`src/rtl/share_load_pkg.sv`:
```
// Shared types and helpers for the share-register load controller.
// Optional CLEAR phase is enabled by defining SHARE_LOAD_CLEAR_EN.
package share_load_pkg;

  typedef enum logic [1:0] {
    IDLE  = 2'd0,
    LOAD  = 2'd1,
    FULL  = 2'd2,
    CLEAR = 2'd3
  } share_load_state_t;

  function automatic int idx_w(input int d);
    return (d <= 2) ? 1 : $clog2(d);
  endfunction

endpackage

```
`src/rtl/share_load_idx_cnt.sv`:
```
// Share index counter: increments on each accepted share, wraps after D-1.
module share_load_idx_cnt #(
  parameter int D     = 2,
  parameter int IDX_W = 1
) (
  input  logic             i_clk,
  input  logic             i_rst_n,
  input  logic             i_inc,
  output logic [IDX_W-1:0] o_idx,
  output logic             o_at_last
);

  logic [IDX_W-1:0] r_idx;

  assign o_idx     = r_idx;
  assign o_at_last = (r_idx == IDX_W'(D - 1));

  always_ff @(posedge i_clk or negedge i_rst_n) begin
    if (!i_rst_n)     r_idx <= '0;
    else if (i_inc)   r_idx <= o_at_last ? '0 : r_idx + IDX_W'(1);
  end

endmodule

```
`src/rtl/share_load_ctrl.sv`:
```
// Sequences D share-register enables, gated by fresh randomness, and hands the
// full sharing downstream. Define SHARE_LOAD_CLEAR_EN to zero the bank after each consume.
module share_load_ctrl
  import share_load_pkg::*;
#(
  parameter int D = 2
) (
  input  logic         i_clk,
  input  logic         i_rst_n,
  input  logic         i_in_valid,
  output logic         o_in_ready,
  input  logic         i_in_last,
  input  logic         i_rnd_valid,
  output logic [D-1:0] o_reg_en,
  output logic         o_clr_sel,
  output logic         o_out_valid,
  input  logic         i_out_ready,
  output logic         o_busy,
  output logic         o_err
);

  localparam int IDX_W = idx_w(D);

  share_load_state_t r_state, w_state_nxt;
  logic [IDX_W-1:0]  w_idx;
  logic              w_at_last;
  logic              w_accept;
  logic              r_err;

  assign w_accept = (r_state == LOAD) && i_in_valid && i_rnd_valid;

  share_load_idx_cnt #(.D(D), .IDX_W(IDX_W)) u_idx (
    .i_clk     (i_clk),
    .i_rst_n   (i_rst_n),
    .i_inc     (w_accept),
    .o_idx     (w_idx),
    .o_at_last (w_at_last)
  );

  always_ff @(posedge i_clk or negedge i_rst_n) begin
    if (!i_rst_n) begin
      r_state <= IDLE;
      r_err   <= 1'b0;
    end else begin
      r_state <= w_state_nxt;
      // idx is authoritative; a misplaced in_last only flags, never reframes
      if (w_accept && (i_in_last != w_at_last)) r_err <= 1'b1;
    end
  end

  always_comb begin
    w_state_nxt = r_state;
    o_in_ready  = 1'b0;
    o_reg_en    = '0;
    case (r_state)
      IDLE: w_state_nxt = LOAD;
      LOAD: begin
        o_in_ready = i_rnd_valid;
        if (w_accept) begin
          o_reg_en = {{(D-1){1'b0}}, 1'b1} << w_idx;
          if (w_at_last) w_state_nxt = FULL;
        end
      end
      FULL: begin
`ifdef SHARE_LOAD_CLEAR_EN
        if (i_out_ready) w_state_nxt = CLEAR;
`else
        if (i_out_ready) w_state_nxt = LOAD;
`endif
      end
`ifdef SHARE_LOAD_CLEAR_EN
      CLEAR: begin
        o_reg_en    = '1;
        w_state_nxt = LOAD;
      end
`endif
      default: w_state_nxt = IDLE;
    endcase
  end

  assign o_out_valid = (r_state == FULL);
  assign o_err       = r_err;
  assign o_busy      = (r_state == FULL) || (r_state == CLEAR) ||
                       ((r_state == LOAD) && (w_idx != '0));
`ifdef SHARE_LOAD_CLEAR_EN
  assign o_clr_sel   = (r_state == CLEAR);
`else
  assign o_clr_sel   = 1'b0;
`endif

endmodule

```
`config.mk`:
```
export PLATFORM = sky130hd
export DESIGN_NAME = share_load_ctrl
export DESIGN_NICKNAME = d
export VERILOG_FILES = /design/src/rtl/share_load_pkg.sv /design/src/rtl/share_load_idx_cnt.sv /design/src/rtl/share_load_ctrl.sv
export SDC_FILE = /design/constraint.sdc
export NUM_CORES = 1
export LEC_CHECK = 0
export CORE_AREA = 2 2 39 41
export DETAILED_ROUTE_END_ITERATION = 8
export DIE_AREA = 0 0 41 43
export PLACE_DENSITY = 0.46
export SLEW_MARGIN = 20
export SYNTH_ARGS = -nofsm -noshare
export SYNTH_HDL_FRONTEND = slang
export SYNTH_SLANG_ARGS = --single-unit
```
`constraint.sdc`:
```
create_clock -name i_clk -period 0.9 [get_ports i_clk]
set_input_delay 0.09 -clock i_clk [delete_from_list [all_inputs] [get_ports i_clk]]
set_output_delay 0.09 -clock i_clk [all_outputs]
set_load 0.05 [all_outputs]
```
==> report_table.html, run 1 <==
<table>
<tr><th>Metric</th><th>Value</th></tr>
<tr><th colspan="2">Global routing</th></tr>
<tr><td>Wire length of the first global-routing pass</td><td>around 890 um</td></tr>
<tr><td>Antenna violations before repair</td><td>0</td></tr>
<tr><td>Largest net degree at the start of global routing</td><td>7</td></tr>
<tr><td>Via count of the first global-routing pass</td><td>between 200 and 250</td></tr>
<tr><td>Overflow left after global routing</td><td>0</td></tr>
<tr><td>All-layer global routing usage</td><td>0.0817</td></tr>
<tr><th colspan="2">Route</th></tr>
<tr><td>M1 WL</td><td>~210 um</td></tr>
<tr><td>Routed length on met2</td><td>between 300 and 400 um</td></tr>
<tr><td>Final ANT Viol Nets</td><td>0</td></tr>
<tr><td>Top metal layer carrying routed signals</td><td>met3</td></tr>
<tr><td>Final routed DRC violation total</td><td>0</td></tr>
<tr><td>Number of violations reported at the end of detailed-routing iteration 0</td><td>3</td></tr>
<tr><td>Met3 wire length</td><td>between 50 and 60 um</td></tr>
<tr><td>Routed via count divided by cell count</td><td>just under 4</td></tr>
<tr><td>Iteration count of the initial detailed-routing pass</td><td>2</td></tr>
<tr><td>Routed vias</td><td>222</td></tr>
<tr><td>Final Routed Wirelength</td><td>roughly 600 um</td></tr>
<tr><td>Average detailed-routed wire length per instance</td><td>between 10 and 15 um</td></tr>
<tr><th colspan="2">Worst setup path</th></tr>
<tr><td>Worst path arrival time</td><td>1.10 ns</td></tr>
<tr><td>Type of element launching the critical path</td><td>register</td></tr>
<tr><td>Register-to-Register Setup Slack</td><td>-0.12 ns</td></tr>
<tr><td>Kind of capture point of the worst setup path</td><td>output pin</td></tr>
<tr><td>Critical Path End</td><td>o_reg_en[0]</td></tr>
<tr><td>Data required time of the worst path</td><td>0.81 ns</td></tr>
<tr><td>R2r worst-path depth</td><td>4</td></tr>
<tr><td>Cell at the slowest stage of the critical path</td><td>sky130_fd_sc_hd__dfrtp_2</td></tr>
<tr><td>Type of the worst setup path</td><td>register to output pin</td></tr>
<tr><td>Origin of the critical flop-to-flop path</td><td>r_state[1]</td></tr>
<tr><td>CP Cell Sequence</td><td>nand4b_4 -&gt; nor2_4 -&gt; buf_12</td></tr>
<tr><td>Endpoint of the worst register-to-register path</td><td>r_state[1]</td></tr>
<tr><td>Highest cell delay on the worst timing path</td><td>~0.44 ns</td></tr>
<tr><td>CP startpoint</td><td>r_state[0]</td></tr>
<tr><td>Maximum net fanout on the critical path</td><td>6</td></tr>
<tr><th colspan="2">Placed design</th></tr>
<tr><td>Placement Setup Slack</td><td>-0.315 ns</td></tr>
<tr><td>Placed inst area</td><td>458 um^2</td></tr>
<tr><td>Weighted congestion reported at the end of routability-driven placement</td><td>0.554</td></tr>
<tr><td>Port Buf Inserts</td><td>11</td></tr>
<tr><td>DPL Wire Length</td><td>approximately 450 um</td></tr>
<tr><th colspan="2">Yosys</th></tr>
<tr><td>Syn Area/Cell</td><td>just over 10 um^2</td></tr>
<tr><td>Seq cells post-synth</td><td>4</td></tr>
<tr><td>Summed instance area of the synthesized netlist</td><td>approximately 230 um^2</td></tr>
<tr><td>Largest cells by area after synthesis</td><td>sky130_fd_sc_hd__dfrtp_1 44%, sky130_fd_sc_hd__nand4b_4 11%, sky130_fd_sc_hd__xnor2_1 7.8%</td></tr>
<tr><td>Post-Syn Instances</td><td>22</td></tr>
<tr><td>Fraction of post-synthesis cell area in the top cell type by area</td><td>0.444</td></tr>
<tr><td>Yosys warning count</td><td>0</td></tr>
<tr><td>Count of cell types in the netlist</td><td>15</td></tr>
<tr><td>Proportion of synthesized chip area in sequential cells</td><td>0.444</td></tr>
<tr><td>Net count of the mapped netlist</td><td>28</td></tr>
<tr><td>Cell taking the most area after synthesis</td><td>sky130_fd_sc_hd__dfrtp_1</td></tr>
<tr><th colspan="2">STA</th></tr>
<tr><td>Setup ws final</td><td>-0.294 ns</td></tr>
<tr><td>Tcrit/Tclk final</td><td>1.33</td></tr>
<tr><td>Final count of hold timing violations</td><td>0</td></tr>
<tr><td>Final setup violation count</td><td>8</td></tr>
<tr><td>Final period demand of the worst path</td><td>1.19 ns</td></tr>
<tr><td>Number of slew-limit violations in the final report</td><td>0</td></tr>
<tr><td>Worst hold margin</td><td>between 0.05 and 0.06 ns</td></tr>
<tr><td>Setup repair after global routing missed its margin</td><td>yes</td></tr>
<tr><td>Fin Clk Skew</td><td>between 0.003 and 0.004 ns</td></tr>
<tr><td>Highest attainable clock frequency</td><td>838 MHz</td></tr>
<tr><th colspan="2">Final layout</th></tr>
<tr><td>Top library cells by usage in the layout, fill and taps aside</td><td>6 x sky130_fd_sc_hd__buf_12, 5 x sky130_fd_sc_hd__clkdlybuf4s50_1, 5 x sky130_fd_sc_hd__buf_4</td></tr>
<tr><td>Area Growth Syn to Fin</td><td>127%</td></tr>
<tr><td>Most common cell after layout, fill and taps aside</td><td>sky130_fd_sc_hd__buf_12</td></tr>
<tr><td>Fraction of layout instances using a drive strength above 1</td><td>0.550</td></tr>
<tr><td>Post-Route Utilization</td><td>0.370</td></tr>
<tr><td>Net count of the finished layout</td><td>between 40 and 50</td></tr>
<tr><td>Post-route cell area</td><td>a little over 500 um^2</td></tr>
<tr><td>Diodes inserted</td><td>0</td></tr>
<tr><th colspan="2">CTS</th></tr>
<tr><td>Root Buffer Master</td><td>sky130_fd_sc_hd__clkbuf_4</td></tr>
<tr><td>Max clock buf depth</td><td>2</td></tr>
<tr><td>Cts bufs inserted</td><td>3</td></tr>
<tr><td>Clk Latency, worst-skew pair</td><td>around 0.23 ns</td></tr>
<tr><td>Sinks on the clock net</td><td>4</td></tr>
<tr><td>Count of hold-fix buffers inserted at cts</td><td>0</td></tr>
<tr><td>Clock slew at reported path FFs</td><td>~0.040 ns</td></tr>
<tr><td>Clock tree from TritonCTS</td><td>built</td></tr>
<tr><td>Number of H-tree levels</td><td>1</td></tr>
<tr><th colspan="2">Floorplanning</th></tr>
<tr><td>Core Region</td><td>~1400 um^2</td></tr>
<tr><td>Die W</td><td>41 um</td></tr>
<tr><td>Total Die Area</td><td>between 1500 and 2000 um^2</td></tr>
<tr><td>Site row count</td><td>14</td></tr>
<tr><td>Initial standard-cell utilization of the core</td><td>0.163</td></tr>
<tr><td>Height of the die</td><td>between 40 and 50 um</td></tr>
<tr><td>Num ports</td><td>13</td></tr>
<tr><th colspan="2">Pwr</th></tr>
<tr><td>Clock share of power</td><td>0.161</td></tr>
<tr><td>Switching power as a share of total power</td><td>0.409</td></tr>
<tr><td>Net switching power</td><td>roughly 600 uW</td></tr>
<tr><td>IR drop worst, VDD</td><td>between 0.9 and 1 mV</td></tr>
<tr><td>Cell internal pwr</td><td>~900 uW</td></tr>
<tr><td>Portion of total power attributed to sequential cells</td><td>0.209</td></tr>
<tr><td>Leakage power total</td><td>0.000228 uW</td></tr>
<tr><td>Pwr dens</td><td>roughly 3000 nW/um^2</td></tr>
<tr><td>Part of the total power dissipated in combinational logic</td><td>0.629</td></tr>
<tr><th colspan="2">Job</th></tr>
<tr><td>Total of max-cap violations</td><td>0</td></tr>
<tr><th colspan="2">Status</th></tr>
<tr><td>Violations in the final reports</td><td>setup timing</td></tr>
<tr><td>Status</td><td>finished with violations</td></tr>
<tr><th colspan="2">Min path</th></tr>
<tr><td>Worst min-delay path category</td><td>input pin to async pin</td></tr>
</table>
[registers in the layout, summed over array words and instances (netlist names)]
register / cells
o_err: 1
u_idx.o_at_last: 1
r_state: 2
[final cells by class]
class	count	area, um^2
Inverter	2	7.51
Fill cell	134	872
Multi-Input combinational cell	14	149
Clock buffer	4	26.3
Sequential cell	4	101
Tap cell	16	20.0
Timing Repair Buffer	16	208
[worst min-delay path by stage]
stage,slack [ns],end,depth (start not counted)
floorplan,-0.21,o_err,0
global placement,0.30,o_err,1
detailed placement,0.31,o_err,1
CTS,0.05,r_state[1],1
global route,0.06,r_state[1],1
finish,0.06,r_state[1],1
[Yosys cell counts]
| cell | count |
|---|---|
| sky130_fd_sc_hd__xnor2_1 | 2 |
| sky130_fd_sc_hd__inv_1 | 2 |
| sky130_fd_sc_hd__nand2_1 | 1 |
| sky130_fd_sc_hd__conb_1 | 1 |
| sky130_fd_sc_hd__o2bb2ai_1 | 1 |
| sky130_fd_sc_hd__a21o_1 | 1 |
| sky130_fd_sc_hd__a41o_1 | 1 |
| sky130_fd_sc_hd__o21bai_1 | 1 |
| sky130_fd_sc_hd__o21ai_0 | 1 |
| sky130_fd_sc_hd__dfrtp_1 | 4 |
| sky130_fd_sc_hd__buf_4 | 1 |
| sky130_fd_sc_hd__nor2b_1 | 1 |
| sky130_fd_sc_hd__nand4b_4 | 1 |
| sky130_fd_sc_hd__nor2_1 | 3 |
| sky130_fd_sc_hd__buf_2 | 1 |
[cell families (layout without fill, tap and decap cells)]
logic type | after synthesis | after routing | synth area share
compound gates | 5 | 5 | 0.172
xor+xnor | 2 | 2 | 0.0778
flops | 4 | 4 | 0.444
other cells | 1 | 1 | 0.0167
buf+inv | 4 | 22 | 0.0889
simple gates | 6 | 6 | 0.200
[routing by layer]
metal / vias up / track usage
li1: 108 / -
met1: 102 / 0.0882
met2: 12 / 0.109
met3: 0 / 0.0366
met4: 0 / 0.0800
met5: - / 0
[repair_timing]
action                     4_1_cts  5_1_grt
cloned                           0        0
setup buffers                    1        1
resized for setup                2        0
setup endpoints to repair        9       10
[critical path, delay by kind of cell (launching register included)]
kind / cells / cell delay, ns
DFF: 1 / 0.44
and+or+nand+nor: 2 / 0.29
buffers and inverters: 1 / 0.14
[stage by stage]
step | TNS (ns) | std cells | total power, uW
finish | -1.69 | 56 | 1510
global route | -2.10 | 56 | 1590
CTS | -1.78 | 55 | 1530
detailed placement | -1.67 | 50 | 1220
global placement | -1.61 | 50 | 1210
floorplan | -0.419 | 22 | 799
[power groups by stage]
stage | clock network [uW] | logic [uW] | registers (uW)
6_report | 244 | 949 | 316
5_1_grt | 274 | 992 | 320
3_3_place_gp | 0 | 898 | 312
3_5_place_dp | 0 | 909 | 313
4_1_cts | 260 | 956 | 317
2_1_floorplan | 0 | 502 | 297
Power figures use the tool's default switching activity.
==> run 2: changes to the inputs <==
--- a/config.mk
+++ b/config.mk
@@ -8,6 +8,7 @@
 export CORE_AREA = 2 2 39 41
 export DETAILED_ROUTE_END_ITERATION = 8
 export DIE_AREA = 0 0 41 43
+export MAX_ROUTING_LAYER = met4
 export PLACE_DENSITY = 0.46
 export SLEW_MARGIN = 20
 export SYNTH_ARGS = -nofsm -noshare
==> constraint.sdc (replaced) <==
create_clock -name i_clk -period 1.2 [get_ports i_clk]
set_input_delay 0.12 -clock i_clk [delete_from_list [all_inputs] [get_ports i_clk]]
set_output_delay 0.12 -clock i_clk [all_outputs]
set_load 0.05 [all_outputs]
==> report_table.html, run 2 (synthesis gave the netlist of run 1 again) <==
<table>
<tr><th>Metric</th><th>Value</th></tr>
<tr><th colspan="2">Global routing</th></tr>
<tr><td>Via count of the first global-routing pass</td><td>between 200 and 250</td></tr>
<tr><td>Antenna violations before repair</td><td>0</td></tr>
<tr><td>All-layer global routing usage</td><td>0.0816</td></tr>
<tr><td>Wire length of the first global-routing pass</td><td>around 900 um</td></tr>
<tr><td>Largest net degree at the start of global routing</td><td>7</td></tr>
<tr><td>Overflow left after global routing</td><td>0</td></tr>
<tr><th colspan="2">CTS</th></tr>
<tr><td>Clock slew at reported path FFs</td><td>around 0.04 ns</td></tr>
<tr><td>Cts bufs inserted</td><td>3</td></tr>
<tr><td>Sinks on the clock net</td><td>4</td></tr>
<tr><td>Clock tree from TritonCTS</td><td>built</td></tr>
<tr><td>Number of H-tree levels</td><td>1</td></tr>
<tr><td>Root Buffer Master</td><td>sky130_fd_sc_hd__clkbuf_4</td></tr>
<tr><td>Max clock buf depth</td><td>2</td></tr>
<tr><td>Count of hold-fix buffers inserted at cts</td><td>0</td></tr>
<tr><td>Clk Latency, worst-skew pair</td><td>0.23 ns</td></tr>
<tr><th colspan="2">STA</th></tr>
<tr><td>Final setup violation count</td><td>3</td></tr>
<tr><td>Fin Clk Skew</td><td>~0.0022 ns</td></tr>
<tr><td>Tcrit/Tclk final</td><td>1.02</td></tr>
<tr><td>Setup repair after global routing missed its margin</td><td>yes</td></tr>
<tr><td>Worst hold margin</td><td>roughly 0.093 ns</td></tr>
<tr><td>Final period demand of the worst path</td><td>roughly 1.2 ns</td></tr>
<tr><td>Highest attainable clock frequency</td><td>slightly above 800 MHz</td></tr>
<tr><td>Number of slew-limit violations in the final report</td><td>0</td></tr>
<tr><td>Setup ws final</td><td>-0.0207 ns</td></tr>
<tr><td>Final count of hold timing violations</td><td>0</td></tr>
<tr><th colspan="2">Worst setup path</th></tr>
<tr><td>Data required time of the worst path</td><td>1.08 ns</td></tr>
<tr><td>Type of the worst setup path</td><td>register to output pin</td></tr>
<tr><td>Type of element launching the critical path</td><td>register</td></tr>
<tr><td>Kind of capture point of the worst setup path</td><td>output pin</td></tr>
<tr><td>Cell at the slowest stage of the critical path</td><td>sky130_fd_sc_hd__dfrtp_1</td></tr>
<tr><td>Highest cell delay on the worst timing path</td><td>approximately 0.38 ns</td></tr>
<tr><td>CP Cell Sequence</td><td>buf_4 -&gt; a21o_1 -&gt; buf_12</td></tr>
<tr><td>Maximum net fanout on the critical path</td><td>3</td></tr>
<tr><td>Worst path arrival time</td><td>roughly 1.1 ns</td></tr>
<tr><th colspan="2">Final layout</th></tr>
<tr><td>Most common cell after layout, fill and taps aside</td><td>sky130_fd_sc_hd__buf_12</td></tr>
<tr><td>Post-Route Utilization</td><td>0.345</td></tr>
<tr><td>Area Growth Syn to Fin</td><td>112%</td></tr>
<tr><td>Top library cells by usage in the layout, fill and taps aside</td><td>6 x sky130_fd_sc_hd__buf_12, 4 x sky130_fd_sc_hd__clkdlybuf4s50_1, 3 x sky130_fd_sc_hd__nor2_4, 3 x sky130_fd_sc_hd__clkbuf_4, 3 x sky130_fd_sc_hd__buf_4</td></tr>
<tr><td>Diodes inserted</td><td>0</td></tr>
<tr><td>Top reg by flops</td><td>r_state</td></tr>
<tr><td>Max reg flops</td><td>2</td></tr>
<tr><td>Fraction of layout instances using a drive strength above 1</td><td>0.514</td></tr>
<tr><td>Net count of the finished layout</td><td>between 40 and 50</td></tr>
<tr><td>Post-route cell area</td><td>between 400 and 500 um^2</td></tr>
<tr><th colspan="2">Status</th></tr>
<tr><td>Status</td><td>finished with violations</td></tr>
<tr><td>Violations in the final reports</td><td>setup timing</td></tr>
<tr><th colspan="2">Floorplanning</th></tr>
<tr><td>Num ports</td><td>13</td></tr>
<tr><td>Initial standard-cell utilization of the core</td><td>0.163</td></tr>
<tr><td>Height of the die</td><td>between 40 and 50 um</td></tr>
<tr><td>Total Die Area</td><td>between 1500 and 2000 um^2</td></tr>
<tr><td>Site row count</td><td>14</td></tr>
<tr><td>Die W</td><td>approximately 41 um</td></tr>
<tr><td>Core Region</td><td>approximately 1400 um^2</td></tr>
<tr><th colspan="2">Min path</th></tr>
<tr><td>Worst min-delay path category</td><td>input pin to async pin</td></tr>
<tr><th colspan="2">Route</th></tr>
<tr><td>Average detailed-routed wire length per instance</td><td>between 9 and 10 um</td></tr>
<tr><td>Routed vias</td><td>~210</td></tr>
<tr><td>Routed via count divided by cell count</td><td>3.92</td></tr>
<tr><td>Final routed DRC violation total</td><td>0</td></tr>
<tr><td>Final ANT Viol Nets</td><td>0</td></tr>
<tr><td>Final Routed Wirelength</td><td>roughly 520 um</td></tr>
<tr><td>Iteration count of the initial detailed-routing pass</td><td>3</td></tr>
<tr><td>Number of violations reported at the end of detailed-routing iteration 0</td><td>1</td></tr>
<tr><th colspan="2">Pwr</th></tr>
<tr><td>Switching power as a share of total power</td><td>0.421</td></tr>
<tr><td>Cell internal pwr</td><td>slightly below 600 uW</td></tr>
<tr><td>IR drop worst, VDD</td><td>between 0.7 and 0.8 mV</td></tr>
<tr><td>Part of the total power dissipated in combinational logic</td><td>0.593</td></tr>
<tr><td>Leakage power total</td><td>around 0.00022 uW</td></tr>
<tr><td>Portion of total power attributed to sequential cells</td><td>0.248</td></tr>
<tr><td>Power after layout</td><td>a little over 1000 uW</td></tr>
<tr><td>Clock share of power</td><td>0.159</td></tr>
<tr><td>Net switching power</td><td>around 430 uW</td></tr>
<tr><td>Pwr dens</td><td>2140 nW/um^2</td></tr>
<tr><th colspan="2">Job</th></tr>
<tr><td>Total of max-cap violations</td><td>0</td></tr>
<tr><th colspan="2">Placed design</th></tr>
<tr><td>DPL Wire Length</td><td>around 430 um</td></tr>
<tr><td>Port Buf Inserts</td><td>11</td></tr>
<tr><td>Placed inst area</td><td>about 410 um^2</td></tr>
<tr><td>Weighted congestion reported at the end of routability-driven placement</td><td>roughly 0.66</td></tr>
</table>
-- run 2: cell count changes in the layout (fill, tap and decap cells not counted), sizes merged --
cell | before | now
clkbuf | 4 | 3
dlymetal6s2s | 0 | 1
clkdlybuf4s50 | 5 | 4
buf | 11 | 9
-- run 2: per-stage QoR --
stage,TNS [ns],setup slack (ns),cells
after floorplan,-0.428,-0.179,22
after global placement,-0.141,-0.0858,48
after detailed placement,-0.164,-0.0752,48
after CTS,-0.125,-0.0599,53
after global routing,-0.194,-0.0654,53
final,-0.0474,-0.0207,53
-- run 2: cell type report --
cell class                      instances  area (um^2)
Fill cell                             142          906
Timing Repair Buffer                   14          195
Multi-Input combinational cell         14          130
Sequential cell                         4          103
Clock buffer                            3         22.5
Tap cell                               16         20.0
Inverter                                2         7.51
-- run 2: path summary, 6_finish.rpt --
check	startpoint	end	slack [ns]	depth (start not counted)
max	r_state[1]	o_busy	-0.02	3
min	i_rst_n	o_err	0.09	1
max reg2reg	r_state[1]	u_idx.o_at_last	0.07	4
min reg2reg	o_err	o_err	0.54	1
max in group asynchronous	i_rst_n	u_idx.o_at_last	0.92	1
min in group i_clk	i_rnd_valid	r_state[0]	0.36	3
-- run 2: repair_timing --
action,in CTS,in global routing
resized for setup,7,2
pin swaps,1,1
buffers inserted,2,0
endpoints found under the setup margin,4,5
-- run 2: worst max-delay path, delay by kind of cell (launching register included) --
| kind | cells | cell delay (ns) |
|---|---|---|
| buffers and inverters | 2 | 0.30 |
| AO/OA/AOI/OAI | 1 | 0.18 |
| flip-flops | 1 | 0.38 |
-- run 2: power by group through the flow --
stage | logic [uW] | registers, uW | clock network (uW)
4_1_cts | 605 | 255 | 172
2_1_floorplan | 326 | 212 | 0
6_report | 607 | 254 | 163
3_3_place_gp | 552 | 239 | 0
3_5_place_dp | 556 | 245 | 0
5_1_grt | 642 | 262 | 183
-- run 2: routing by layer --
metal | vias up | share of wire | GRT usage
li1 | 103 | - | -
met1 | 94 | 0.43 | 0.0945
met2 | 11 | 0.47 | 0.109
met3 | 0 | 0.10 | 0.0471
met4 | 0 | 0 | 0.0400
met5 | - | 0 | -
==> run 3: changes to the inputs <==
--- a/config.mk
+++ b/config.mk
@@ -8,9 +8,10 @@
 export CORE_AREA = 2 2 39 41
 export DETAILED_ROUTE_END_ITERATION = 8
 export DIE_AREA = 0 0 41 43
+export GPL_ROUTABILITY_DRIVEN = 0
 export MAX_ROUTING_LAYER = met4
 export PLACE_DENSITY = 0.46
-export SLEW_MARGIN = 20
+export SLEW_MARGIN = 25
 export SYNTH_ARGS = -nofsm -noshare
 export SYNTH_HDL_FRONTEND = slang
 export SYNTH_SLANG_ARGS = --single-unit
==> constraint.sdc (replaced) <==
create_clock -name i_clk -period 1.33 [get_ports i_clk]
set_input_delay 0.133 -clock i_clk [delete_from_list [all_inputs] [get_ports i_clk]]
set_output_delay 0.133 -clock i_clk [all_outputs]
set_load 0.05 [all_outputs]
==> report_table.html, run 3 (synthesis gave the netlist of run 1 again) <==
<table>
<tr><th>Metric</th><th>Value</th></tr>
<tr><th colspan="2">CTS</th></tr>
<tr><td>Clk Latency, worst-skew pair</td><td>about 0.23 ns</td></tr>
<tr><td>Clock tree from TritonCTS</td><td>built</td></tr>
<tr><td>Count of hold-fix buffers inserted at cts</td><td>0</td></tr>
<tr><td>Clock slew at reported path FFs</td><td>around 0.040 ns</td></tr>
<tr><td>Number of H-tree levels</td><td>1</td></tr>
<tr><td>Max clock buf depth</td><td>2</td></tr>
<tr><td>Root Buffer Master</td><td>sky130_fd_sc_hd__clkbuf_4</td></tr>
<tr><td>Cts bufs inserted</td><td>3</td></tr>
<tr><td>Sinks on the clock net</td><td>4</td></tr>
<tr><th colspan="2">Route</th></tr>
<tr><td>Iteration count of the initial detailed-routing pass</td><td>1</td></tr>
<tr><td>Final routed DRC violation total</td><td>0</td></tr>
<tr><td>Final Routed Wirelength</td><td>520 um</td></tr>
<tr><td>Number of violations reported at the end of detailed-routing iteration 0</td><td>0</td></tr>
<tr><td>Average detailed-routed wire length per instance</td><td>about 10 um</td></tr>
<tr><td>Routed via count divided by cell count</td><td>4.06</td></tr>
<tr><td>Final ANT Viol Nets</td><td>0</td></tr>
<tr><td>Routed vias</td><td>just over 200</td></tr>
<tr><th colspan="2">STA</th></tr>
<tr><td>Final period demand of the worst path</td><td>approximately 1.3 ns</td></tr>
<tr><td>Setup repair after global routing missed its margin</td><td>yes</td></tr>
<tr><td>Highest attainable clock frequency</td><td>between 700 and 800 MHz</td></tr>
<tr><td>Number of slew-limit violations in the final report</td><td>0</td></tr>
<tr><td>Tcrit/Tclk final</td><td>0.966</td></tr>
<tr><td>Worst hold margin</td><td>0.0996 ns</td></tr>
<tr><td>Final count of hold timing violations</td><td>0</td></tr>
<tr><td>Final setup violation count</td><td>0</td></tr>
<tr><td>Fin Clk Skew</td><td>0.00443 ns</td></tr>
<tr><th colspan="2">Worst setup path</th></tr>
<tr><td>Maximum net fanout on the critical path</td><td>6</td></tr>
<tr><td>Worst path arrival time</td><td>1.15 ns</td></tr>
<tr><td>Data required time of the worst path</td><td>~1.2 ns</td></tr>
<tr><td>R2r worst-path depth</td><td>3</td></tr>
<tr><td>Critical Path End</td><td>o_reg_en[0]</td></tr>
<tr><td>Endpoint of the worst register-to-register path</td><td>u_idx.o_at_last</td></tr>
<tr><td>Kind of capture point of the worst setup path</td><td>output pin</td></tr>
<tr><td>Register-to-Register Setup Slack</td><td>0.30 ns</td></tr>
<tr><td>Type of the worst setup path</td><td>register to output pin</td></tr>
<tr><td>CP startpoint</td><td>r_state[0]</td></tr>
<tr><td>Type of element launching the critical path</td><td>register</td></tr>
<tr><td>Origin of the critical flop-to-flop path</td><td>r_state[0]</td></tr>
<tr><th colspan="2">Floorplanning</th></tr>
<tr><td>Height of the die</td><td>between 40 and 50 um</td></tr>
<tr><td>Initial standard-cell utilization of the core</td><td>0.163</td></tr>
<tr><td>Total Die Area</td><td>roughly 1800 um^2</td></tr>
<tr><td>Num ports</td><td>13</td></tr>
<tr><td>Die W</td><td>~40 um</td></tr>
<tr><td>Site row count</td><td>14</td></tr>
<tr><td>Core Region</td><td>1380 um^2</td></tr>
<tr><th colspan="2">Global routing</th></tr>
<tr><td>Via count of the first global-routing pass</td><td>237</td></tr>
<tr><td>Largest net degree at the start of global routing</td><td>7</td></tr>
<tr><td>Antenna violations before repair</td><td>0</td></tr>
<tr><td>Overflow left after global routing</td><td>0</td></tr>
<tr><td>Wire length of the first global-routing pass</td><td>883 um</td></tr>
<tr><td>All-layer global routing usage</td><td>0.0784</td></tr>
<tr><th colspan="2">Final layout</th></tr>
<tr><td>Fill cell count</td><td>148</td></tr>
<tr><td>Top reg by flops</td><td>r_state</td></tr>
<tr><td>Post-Route Utilization</td><td>0.318</td></tr>
<tr><td>Max reg flops</td><td>2</td></tr>
<tr><td>Non-filler instance count after layout</td><td>between 50 and 60</td></tr>
<tr><td>Most common cell after layout, fill and taps aside</td><td>sky130_fd_sc_hd__buf_12</td></tr>
<tr><td>Net count of the finished layout</td><td>43</td></tr>
<tr><td>Top library cells by usage in the layout, fill and taps aside</td><td>6 x sky130_fd_sc_hd__buf_12, 5 x sky130_fd_sc_hd__clkdlybuf4s50_1, 4 x sky130_fd_sc_hd__dfrtp_1</td></tr>
<tr><td>Sequential standard cell area</td><td>100 um^2</td></tr>
<tr><td>Area Growth Syn to Fin</td><td>95.6%</td></tr>
<tr><td>Diodes inserted</td><td>0</td></tr>
<tr><td>Fraction of layout instances using a drive strength above 1</td><td>0.400</td></tr>
<tr><td>Area used by multi-input combinational logic</td><td>around 110 um^2</td></tr>
<tr><th colspan="2">Placed design</th></tr>
<tr><td>Port Buf Inserts</td><td>11</td></tr>
<tr><td>Placed instance count</td><td>between 40 and 50</td></tr>
<tr><th colspan="2">Min path</th></tr>
<tr><td>Worst min-delay path category</td><td>input pin to async pin</td></tr>
<tr><th colspan="2">Status</th></tr>
<tr><td>Status</td><td>complete, no violations</td></tr>
<tr><th colspan="2">Pwr</th></tr>
<tr><td>Leakage power total</td><td>slightly above 0.0002 uW</td></tr>
<tr><td>IR drop worst, VDD</td><td>a little over 0.6 mV</td></tr>
<tr><td>Power after layout</td><td>just under 900 uW</td></tr>
<tr><td>Pwr dens</td><td>between 1500 and 2000 nW/um^2</td></tr>
<tr><th colspan="2">Job</th></tr>
<tr><td>Total of max-cap violations</td><td>0</td></tr>
</table>
## run 3: timing repair
action                                 4_1_cts  5_1_grt
endpoints found under the hold margin        0        0
cloned                                       0        0
setup endpoints to repair                    2        2
setup buffers                                0        0
pin swaps                                    0        0
gates resized for setup                      0        2
## run 3: per-stage QoR
stage	TNS [ns]	setup slack, ns	instance area [um^2]
3_5_place_dp	0	0.0208	413
4_1_cts	-0.0358	-0.0187	435
6_report	0	0.0454	440
2_1_floorplan	-0.123	-0.0616	228
3_3_place_gp	0	0.0249	413
5_1_grt	-0.0349	-0.0212	440
## run 3: cell type report
cell class              instances  area share
inverters                       2      0.0170
repair buffers                 12       0.403
multi-input cells              14       0.256
well taps                      16      0.0455
flip-flops and latches          4       0.227
clock buffers                   3      0.0511
## run 3: where the power goes
part	internal [uW]	switching, uW	total [uW]
Sequential	157	63.3	220
Clock	101	46.7	147
Combinational	249	254	504
Total	507	364	871
## run 3: worst min-delay path by stage
stage            start         end  slack (ns)  cells past startpoint
5_1_grt        i_rst_n  r_state[0]        0.11                      1
2_1_floorplan  i_rst_n       o_err       -0.16                      0
3_3_place_gp   i_rst_n       o_err        0.34                      1
3_5_place_dp   i_rst_n       o_err        0.35                      1
6_report       i_rst_n  r_state[0]         0.1                      1
4_1_cts        i_rst_n  r_state[0]         0.1                      1
## run 3: metal layers
layer,wire (um),vias to the layer above,global-route usage
met5,0,-,-
met4,0,0,0.0600
met3,60,0,0.0314
met2,257,11,0.122
met1,201,99,0.0714
li1,-,97,-
## run 3: worst max-delay path: stages, from the launching register on
cell and delay, ns:
sky130_fd_sc_hd__dfrtp_1 0.46, sky130_fd_sc_hd__nand4b_4 0.15, sky130_fd_sc_hd__nor2_2 0.15, sky130_fd_sc_hd__buf_12 0.15
